**config.mk**
```make
export PLATFORM = sky130hd
export DESIGN_NAME = down_count_ctrl
export DESIGN_NICKNAME = d
export VERILOG_FILES = /design/src/rtl/down_count_ctrl_pkg.sv /design/src/rtl/down_counter_dp.sv /design/src/rtl/down_count_ctrl.sv
export SDC_FILE = /design/constraint.sdc
export NUM_CORES = 1
export LEC_CHECK = 0
export ABC_AREA = 0
export ABC_CLOCK_PERIOD_IN_PS = 2850
export CAP_MARGIN = 10
export CORE_MARGIN = 8
export CORE_UTILIZATION = 53
export DETAILED_ROUTE_END_ITERATION = 8
export PLACE_DENSITY = 0.88
export REMOVE_ABC_BUFFERS = 1
export SLEW_MARGIN = 15
export SYNTH_ARGS = -nofsm -noshare
export SYNTH_HDL_FRONTEND = slang
export SYNTH_HIERARCHICAL = 1
export SYNTH_SLANG_ARGS = --single-unit
```
**constraint.sdc**
```tcl
create_clock -name clk -period 2.85 [get_ports clk]
set_input_delay 0.4275 -clock clk [delete_from_list [all_inputs] [get_ports clk]]
set_output_delay 0.4275 -clock clk [all_outputs]
set_load 0.1 [all_outputs]
```
**src/rtl/down_count_ctrl_pkg.sv**
```systemverilog
// down_count_ctrl_pkg
// Shared definitions for the down-count controller slice: FSM state
// encoding and default widths for the counter and the optional prescaler.
package down_count_ctrl_pkg;

    localparam int DEF_WIDTH = 4;
    localparam int DEF_PRE_W = 4;

    typedef enum logic [1:0] {
        IDLE = 2'd0,
        RUN  = 2'd1,
        HOLD = 2'd2
    } state_t;

endpackage

```
**src/rtl/down_counter_dp.sv**
```systemverilog
// down_counter_dp
// WIDTH-bit down-counter register driven by the sequencing controller.
// Command priority: clr > load > dec.
//
// Ports:
//   clk      system clock, state changes on posedge
//   rst      synchronous active-high reset, clears q
//   clr      synchronous clear to zero
//   load     load q from load_val
//   load_val value taken on load
//   dec      decrement q by one
//   q        current counter value (registered)
module down_counter_dp #(
    parameter int WIDTH = 4
) (
    input  logic             clk,
    input  logic             rst,
    input  logic             clr,
    input  logic             load,
    input  logic [WIDTH-1:0] load_val,
    input  logic             dec,
    output logic [WIDTH-1:0] q
);

    logic [WIDTH-1:0] q_reg;

    always_ff @(posedge clk) begin
        if (rst) begin
            q_reg <= '0;
        end else if (clr) begin
            q_reg <= '0;
        end else if (load) begin
            q_reg <= load_val;
        end else if (dec && (q_reg != '0)) begin
            // The zero guard keeps the register from wrapping even if a
            // stray dec arrives; the controller never asks for one at zero.
            q_reg <= q_reg - WIDTH'(1);
        end
    end

    assign q = q_reg;

endmodule

```
**src/rtl/down_count_ctrl.sv**
```systemverilog
// down_count_ctrl
// Sequencing controller for a WIDTH-bit down-counter: loads a start value,
// counts to zero, pulses done at terminal count. One-shot or auto-reload,
// with hold and abort.
//
// Optional feature (compile-time macro PRESCALE_EN): adds a prescale input;
// the counter then advances once every prescale+1 clocks.
//
// Ports:
//   clk          system clock
//   rst          synchronous active-high reset
//   start        launch a sequence (only looked at in IDLE)
//   stop         abort the sequence, back to IDLE with count=0
//   hold         freeze the count while high
//   auto_reload  1 = repeat at terminal count, 0 = one-shot (captured at start)
//   load_val     start value (captured at start)
//   prescale     tick divider, PRESCALE_EN builds only (captured at start)
//   count        current counter value
//   busy         high in RUN or HOLD
//   done         one-cycle registered pulse at terminal count
module down_count_ctrl
    import down_count_ctrl_pkg::*;
#(
    parameter int WIDTH = DEF_WIDTH,
    parameter int PRE_W = DEF_PRE_W
) (
    input  logic             clk,
    input  logic             rst,
    input  logic             start,
    input  logic             stop,
    input  logic             hold,
    input  logic             auto_reload,
    input  logic [WIDTH-1:0] load_val,
`ifdef PRESCALE_EN
    input  logic [PRE_W-1:0] prescale,
`endif
    output logic [WIDTH-1:0] count,
    output logic             busy,
    output logic             done
);

    state_t           state_reg, state_next;
    logic [WIDTH-1:0] reload_reg, reload_next;
    logic             mode_reg, mode_next;
    logic             done_reg, done_next;

    logic             dp_clr;
    logic             dp_load;
    logic             dp_dec;
    logic [WIDTH-1:0] dp_load_val;
    logic             tick;

`ifdef PRESCALE_EN
    logic [PRE_W-1:0] pre_cnt_reg, pre_cnt_next;
    logic [PRE_W-1:0] pre_val_reg, pre_val_next;

    assign tick = (pre_cnt_reg == pre_val_reg);

    // Prescaler runs only while actively counting. It is held at zero in
    // IDLE (so a start always begins a fresh interval), frozen while hold
    // is high, and restarted when leaving HOLD.
    always_comb begin
        pre_cnt_next = pre_cnt_reg;
        pre_val_next = pre_val_reg;
        if (state_reg == IDLE || stop) begin
            pre_cnt_next = '0;
            if (state_reg == IDLE && !stop && start) begin
                pre_val_next = prescale;
            end
        end else if (hold) begin
            pre_cnt_next = pre_cnt_reg;
        end else if (state_reg == HOLD || tick) begin
            pre_cnt_next = '0;
        end else begin
            pre_cnt_next = pre_cnt_reg + PRE_W'(1);
        end
    end

    always_ff @(posedge clk) begin
        if (rst) begin
            pre_cnt_reg <= '0;
            pre_val_reg <= '0;
        end else begin
            pre_cnt_reg <= pre_cnt_next;
            pre_val_reg <= pre_val_next;
        end
    end
`else
    assign tick = 1'b1;
`endif

    // FSM next-state, capture registers and datapath commands.
    always_comb begin
        state_next  = state_reg;
        reload_next = reload_reg;
        mode_next   = mode_reg;
        done_next   = 1'b0;
        dp_clr      = 1'b0;
        dp_load     = 1'b0;
        dp_dec      = 1'b0;
        dp_load_val = reload_reg;

        case (state_reg)
            IDLE: begin
                if (stop) begin
                    state_next = IDLE;
                end else if (start) begin
                    if (load_val != '0) begin
                        reload_next = load_val;
                        mode_next   = auto_reload;
                        dp_load     = 1'b1;
                        dp_load_val = load_val;
                        state_next  = RUN;
                    end else begin
                        // Zero-length run: report completion immediately.
                        done_next = 1'b1;
                    end
                end
            end

            RUN, HOLD: begin
                if (stop) begin
                    dp_clr     = 1'b1;
                    state_next = IDLE;
                end else if (hold) begin
                    state_next = HOLD;
                end else begin
                    // Leaving HOLD is treated as an ordinary counting cycle,
                    // so the extra delay equals the number of held cycles.
                    state_next = RUN;
                    if (tick) begin
                        if (count == WIDTH'(1)) begin
                            done_next = 1'b1;
                            if (mode_reg) begin
                                dp_load = 1'b1;
                            end else begin
                                dp_clr     = 1'b1;
                                state_next = IDLE;
                            end
                        end else begin
                            dp_dec = 1'b1;
                        end
                    end
                end
            end

            default: begin
                dp_clr     = 1'b1;
                state_next = IDLE;
            end
        endcase
    end

    always_ff @(posedge clk) begin
        if (rst) begin
            state_reg  <= IDLE;
            reload_reg <= '0;
            mode_reg   <= 1'b0;
            done_reg   <= 1'b0;
        end else begin
            state_reg  <= state_next;
            reload_reg <= reload_next;
            mode_reg   <= mode_next;
            done_reg   <= done_next;
        end
    end

    down_counter_dp #(
        .WIDTH (WIDTH)
    ) u_dp (
        .clk      (clk),
        .rst      (rst),
        .clr      (dp_clr),
        .load     (dp_load),
        .load_val (dp_load_val),
        .dec      (dp_dec),
        .q        (count)
    );

    assign busy = (state_reg != IDLE);
    assign done = done_reg;

endmodule

```
# Word-level counts from Yosys, hierarchy flattened
# Index checks and enable logic that the tools add are counted.
# op_classes
addsub	1
n_eq_ne	5
muxes	38
bitwise_logic	1
n_reduce_logical	10
# ops
op	count
2-to-1 mux 4 bit	6
2-to-1 mux 1 bit	23
2-to-1 mux 2 bit	5
nonzero test 4 bit	2
!= test 3 bit, second input constant	2
one-hot mux 1 bit (2 select lines)	3
equality test 4 x 1 -> 1 bit, second input constant	1
one-hot mux 2 bit (2 select lines)	1
AND reduction 4 bit	1
nonzero test 2 bit	2
OR reduction 2 bit	2
subtractor 4 x 1 -> 4 bit, second input constant	1
equality test 2 x 1 -> 1 bit, second input constant	1
equality test 2 bit, second input constant	1
logical NOT 2 bit	1
AND reduction 2 bit	1
logical AND 1 bit	1
NOT 1 bit	1
# word_totals
reg_bits	12
input_bits	10
out_inout_bits	6
elab_cells	60

# Logic depth before layout (Yosys ltp)
# depth
ltp_word	8
mapped_depth	9

# By module
# The synthesis kept the hierarchy.
# by_module_without_submodules
mod	n_inst	cells_each	area_each_um2	seq_area_each_um2
down_count_ctrl	1	61	523.0	160.2
down_counter_dp	1	30	252.7	80.1

# Least setup slack after synthesis
# Ideal clock, no wire load.
# synth_timing
path_type	reg-to-reg
from	register u_dp.q_reg[0], in the netlist u_dp/q[0]
to	register u_dp.q_reg[0], in the netlist u_dp/q[0]
t_arrival_ns	2.248
path_slack_ns	0.475
stages_incl_launch_ff	7
path_buffers	0
cell_sequence	dfxtp_1 nor4b_2 nand3_1 a21oi_1 inv_1 o21ai_0 nor3_2
# synth_rtl
element	line	source
start, declared	down_counter_dp.sv:25	logic [WIDTH-1:0] q_reg;
start signal, assigned	down_counter_dp.sv:33	q_reg <= load_val;
start signal, assigned	down_counter_dp.sv:37	q_reg <= q_reg - WIDTH'(1);
equality test 4 x 1 -> 1 bit (*)	down_count_ctrl.sv:132	if (count == WIDTH'(1)) begin
2-to-1 mux 1 bit (*)	down_count_ctrl.sv:132	
2-to-1 mux 1 bit (*)	down_count_ctrl.sv:125	end else if (hold) begin
2-to-1 mux 1 bit (*)	down_count_ctrl.sv:122	if (stop) begin
one-hot mux 1 bit (2 select lines) (*)	down_count_ctrl.sv:103	case (state_reg)
net dp_load	down_count_ctrl.sv:48	logic dp_load;
2-to-1 mux 4 bit / nonzero test 2 bit (equally long branches)	--	
# Mark *: on every way through the listed nets, which the timed path passes. The rest lies on a longest branch. The select of a mux whose other input is x is not followed.
# A chain may end at the register's enable or synchronous reset.

# Worst setup path in the final report
# layout_timing
from	input load_val[0]
to	register u_dp.q_reg[1], in the netlist u_dp/q[1]
# layout_via
elab_chain_cells	6
# layout_lines
element	line	source
start, declared	down_count_ctrl.sv:33	input logic [WIDTH-1:0] load_val,
nonzero test 4 bit (*)	down_count_ctrl.sv:108	if (load_val != '0) begin
2-to-1 mux 1 bit (*)	down_count_ctrl.sv:108	
2-to-1 mux 1 bit (*)	down_count_ctrl.sv:107	end else if (start) begin
2-to-1 mux 1 bit (*)	down_count_ctrl.sv:105	if (stop) begin
one-hot mux 1 bit (2 select lines) (*)	down_count_ctrl.sv:103	
net dp_load	down_count_ctrl.sv:48	
2-to-1 mux 4 bit / nonzero test 2 bit (equally long branches)	--	
# Mark *: on every way through the listed nets, which the timed path passes. The rest lies on a longest branch.

==> results.toml <==
[run_status]
status = "completed"

[synth]
ys_seq_area_frac = 0.310
synth.distinct_cells = 36
ys.flop_type = "dfxtp_1"
async_flop_share = 0
yosys_warnings = 6
netlist_area_sq_um = 776
synthCells = 91
synth_edf_count = 0
yosys.area.top_type = "dfxtp_1"
synth_area_leaders = "dfxtp_1, a21oi_1, o21ai_0"
syn_area_per_cell_sq_um = 8.52
synth_top_area_share = 0.310
ys_ff_latch = 12

[min_path]
hp-class = "register to register"
hold_depth = 2

[floorplan]
rows = 14
initial_core_util = 0.540
coreArea_sq_um = 1440
die-width_um = 54.3
die_area_sq_um = 2940
die_y_um = 54.3
ios = 16

[power_and_ir_drop]
p_leak_nw = 0.381
irDropWorstVdd_mv = 0.218
powerDensity_nw_per_um2 = 433

[final_layout]
stdcell_area_sq_um = 953
final-seq-area_sq_um = 240
num_antenna_cells = 0
syn2layout_area_growth_pct = 22.9
nNetsFinal = 123
layout.cells.non_filler = 124
multi_input_area_sq_um = 494
drive_gt1_frac = 0.176
fillerInstances = 137

[place]
routabilityCongestion = 0.783
post_dp_cell_area_sq_um = 931
placed_cells = 121
portBuffers = 15
hpwl_um = 1490

[detailed_routing]
drc = 0
routed_wl_um = 1840
drt_first_pass_iters = 4
avgViaCountPerCell = 6.07
num_vias = 753
drtIter0Drc = 13
routedWlPerCell_um = 14.8
ant_nets = 0

[clock_tree]
ctsHoldBuffers = 0
tritoncts = "built"
cts_resized = 0
clock_latency_ns = 0.27
htree_levels = 1
cts_setup_buffers = 0
cts-root-buf = "clkbuf_4"
cts.sinks = 12
clock_path_buffers = 2
clk_pin_slew_ns = 0.08
cts_made_buffers = 3

[global_route]
overflow = 0
grt_pass1_vias = 797
grt_first_pass_wirelength_um = 3200
grtUsageTotal = 0.145
antenna_found_initial = 0
grt_max_degree = 11

[critical_path]
crit_top_cell = "a21oi_1"
cp.depth = 7
criticalPathCategory = "input port to register"
critPathSlowestCell = "or4b_1"
cp_max_fo = 8
crit_path_cell_trace = "clkdlybuf4s50_1 > nor4_4 > nand2b_1 > a21oi_1 > or4b_1 > a21oi_1 > nand3b_1"
path_buf_inv = 1
required_ns = 3.07
rr_worst_depth = 7
worstPathArrival_ns = 2.45
max_stage_delay_ns = 0.53
endpoint_kind = "register"
start_kind = "input port"
cp_top_family = "simple AND/OR/NAND/NOR gates"

[timing]
skew_ns = 0.00889
rsz0062_at_grt = "no"
setup_viol = 0
timing.slew.headroom = 0.672
period_needed_ns = 2.24
final.setup.tns_ns = 0
post-route-period-util = 0.785
fmax_ghz = 0.447
drv_slew = 0
worstMarginPinSlew_ns = 0.490
hold_viol_final = 0

[run]
cap_violations = 0
==> cell type report <==
class,count,share of cell area
clock buffer,3,0.0236
multi-input combinational,68,0.518
sequential,12,0.252
tap,16,0.0210
inverter,9,0.0354
timing repair buffer,16,0.150
==> metal layers <==
layer,global-route usage,up-vias,share of wire
met5,0,-,0
met4,0.0861,0,0.016
met1,0.149,352,0.42
met2,0.261,29,0.51
li1,-,368,-
met3,0.0299,4,0.060
==> cell families after synthesis <==
kind of cell / synth area share
and+or+nand+nor: 0.324
adders and majority gates: 0.0484
AOI/OAI and AO/OA: 0.239
DFF: 0.310
muxes: 0.0258
buffers and inverters: 0.0532
==> path summary, 6_finish.rpt <==
check | startpoint | to | slack [ns]
setup reg to reg | state_reg[0] | u_dp/q[3] | 0.78
setup / recovery | load_val[0] | u_dp/q[1] | 0.61
hold reg to reg | reload_reg[1] | reload_reg[1] | 0.50
hold / removal | reload_reg[1] | reload_reg[1] | 0.50
==> cell usage in the layout, fill, tap and decap left out, types with 2 or more instances in the layout <==
cell type	n
dfxtp_1	12
a21oi_1	11
inv_1	9
nand2_1	9
clkdlybuf4s50_1	9
o21ai_0	8
buf_4	7
nand3_1	3
nand3b_1	3
ha_1	3
clkbuf_4	3
nor2_1	3
nand2b_1	2
mux2i_1	2
nor3_1	2
==> tightest hold or removal path, stage by stage, from the launching register on <==
cell	delay (ns)
dfxtp_1	0.30
o21ai_0	0.09
a21oi_1	0.07
==> Yosys cell counts, types with 2 or more instances <==
cell,number
a21oi_1,11
dfxtp_1,12
ha_1,3
inv_1,9
mux2i_1,2
nand2_1,9
nand2b_1,2
nand3_1,3
nand3b_1,3
nor2_1,3
nor3_1,2
o21ai_0,8
==> through the flow <==
| stage | power [mW] | setup slack, ns | hold WS [ns] | util |
|---|---|---|---|---|
| floorplan | 0.272 | 0.475 | 0.454 | - |
| global placement | 0.310 | 0.438 | 0.473 | 0.648 |
| detailed placement | 0.315 | 0.360 | 0.491 | 0.648 |
| CTS | 0.414 | 0.643 | 0.503 | 0.664 |
| global route | 0.429 | 0.460 | 0.521 | 0.664 |
| finish | 0.413 | 0.612 | 0.504 | 0.664 |
==> power by group <==
part / internal [mW] / switching (mW) / leakage [nW]
registers: 0.176 / 0.00740 / 0.0978
logic: 0.0449 / 0.0829 / 0.269
clock network: 0.0488 / 0.0529 / 0.0138
total: 0.270 / 0.143 / 0.381
(Power assumes the default switching activity.)
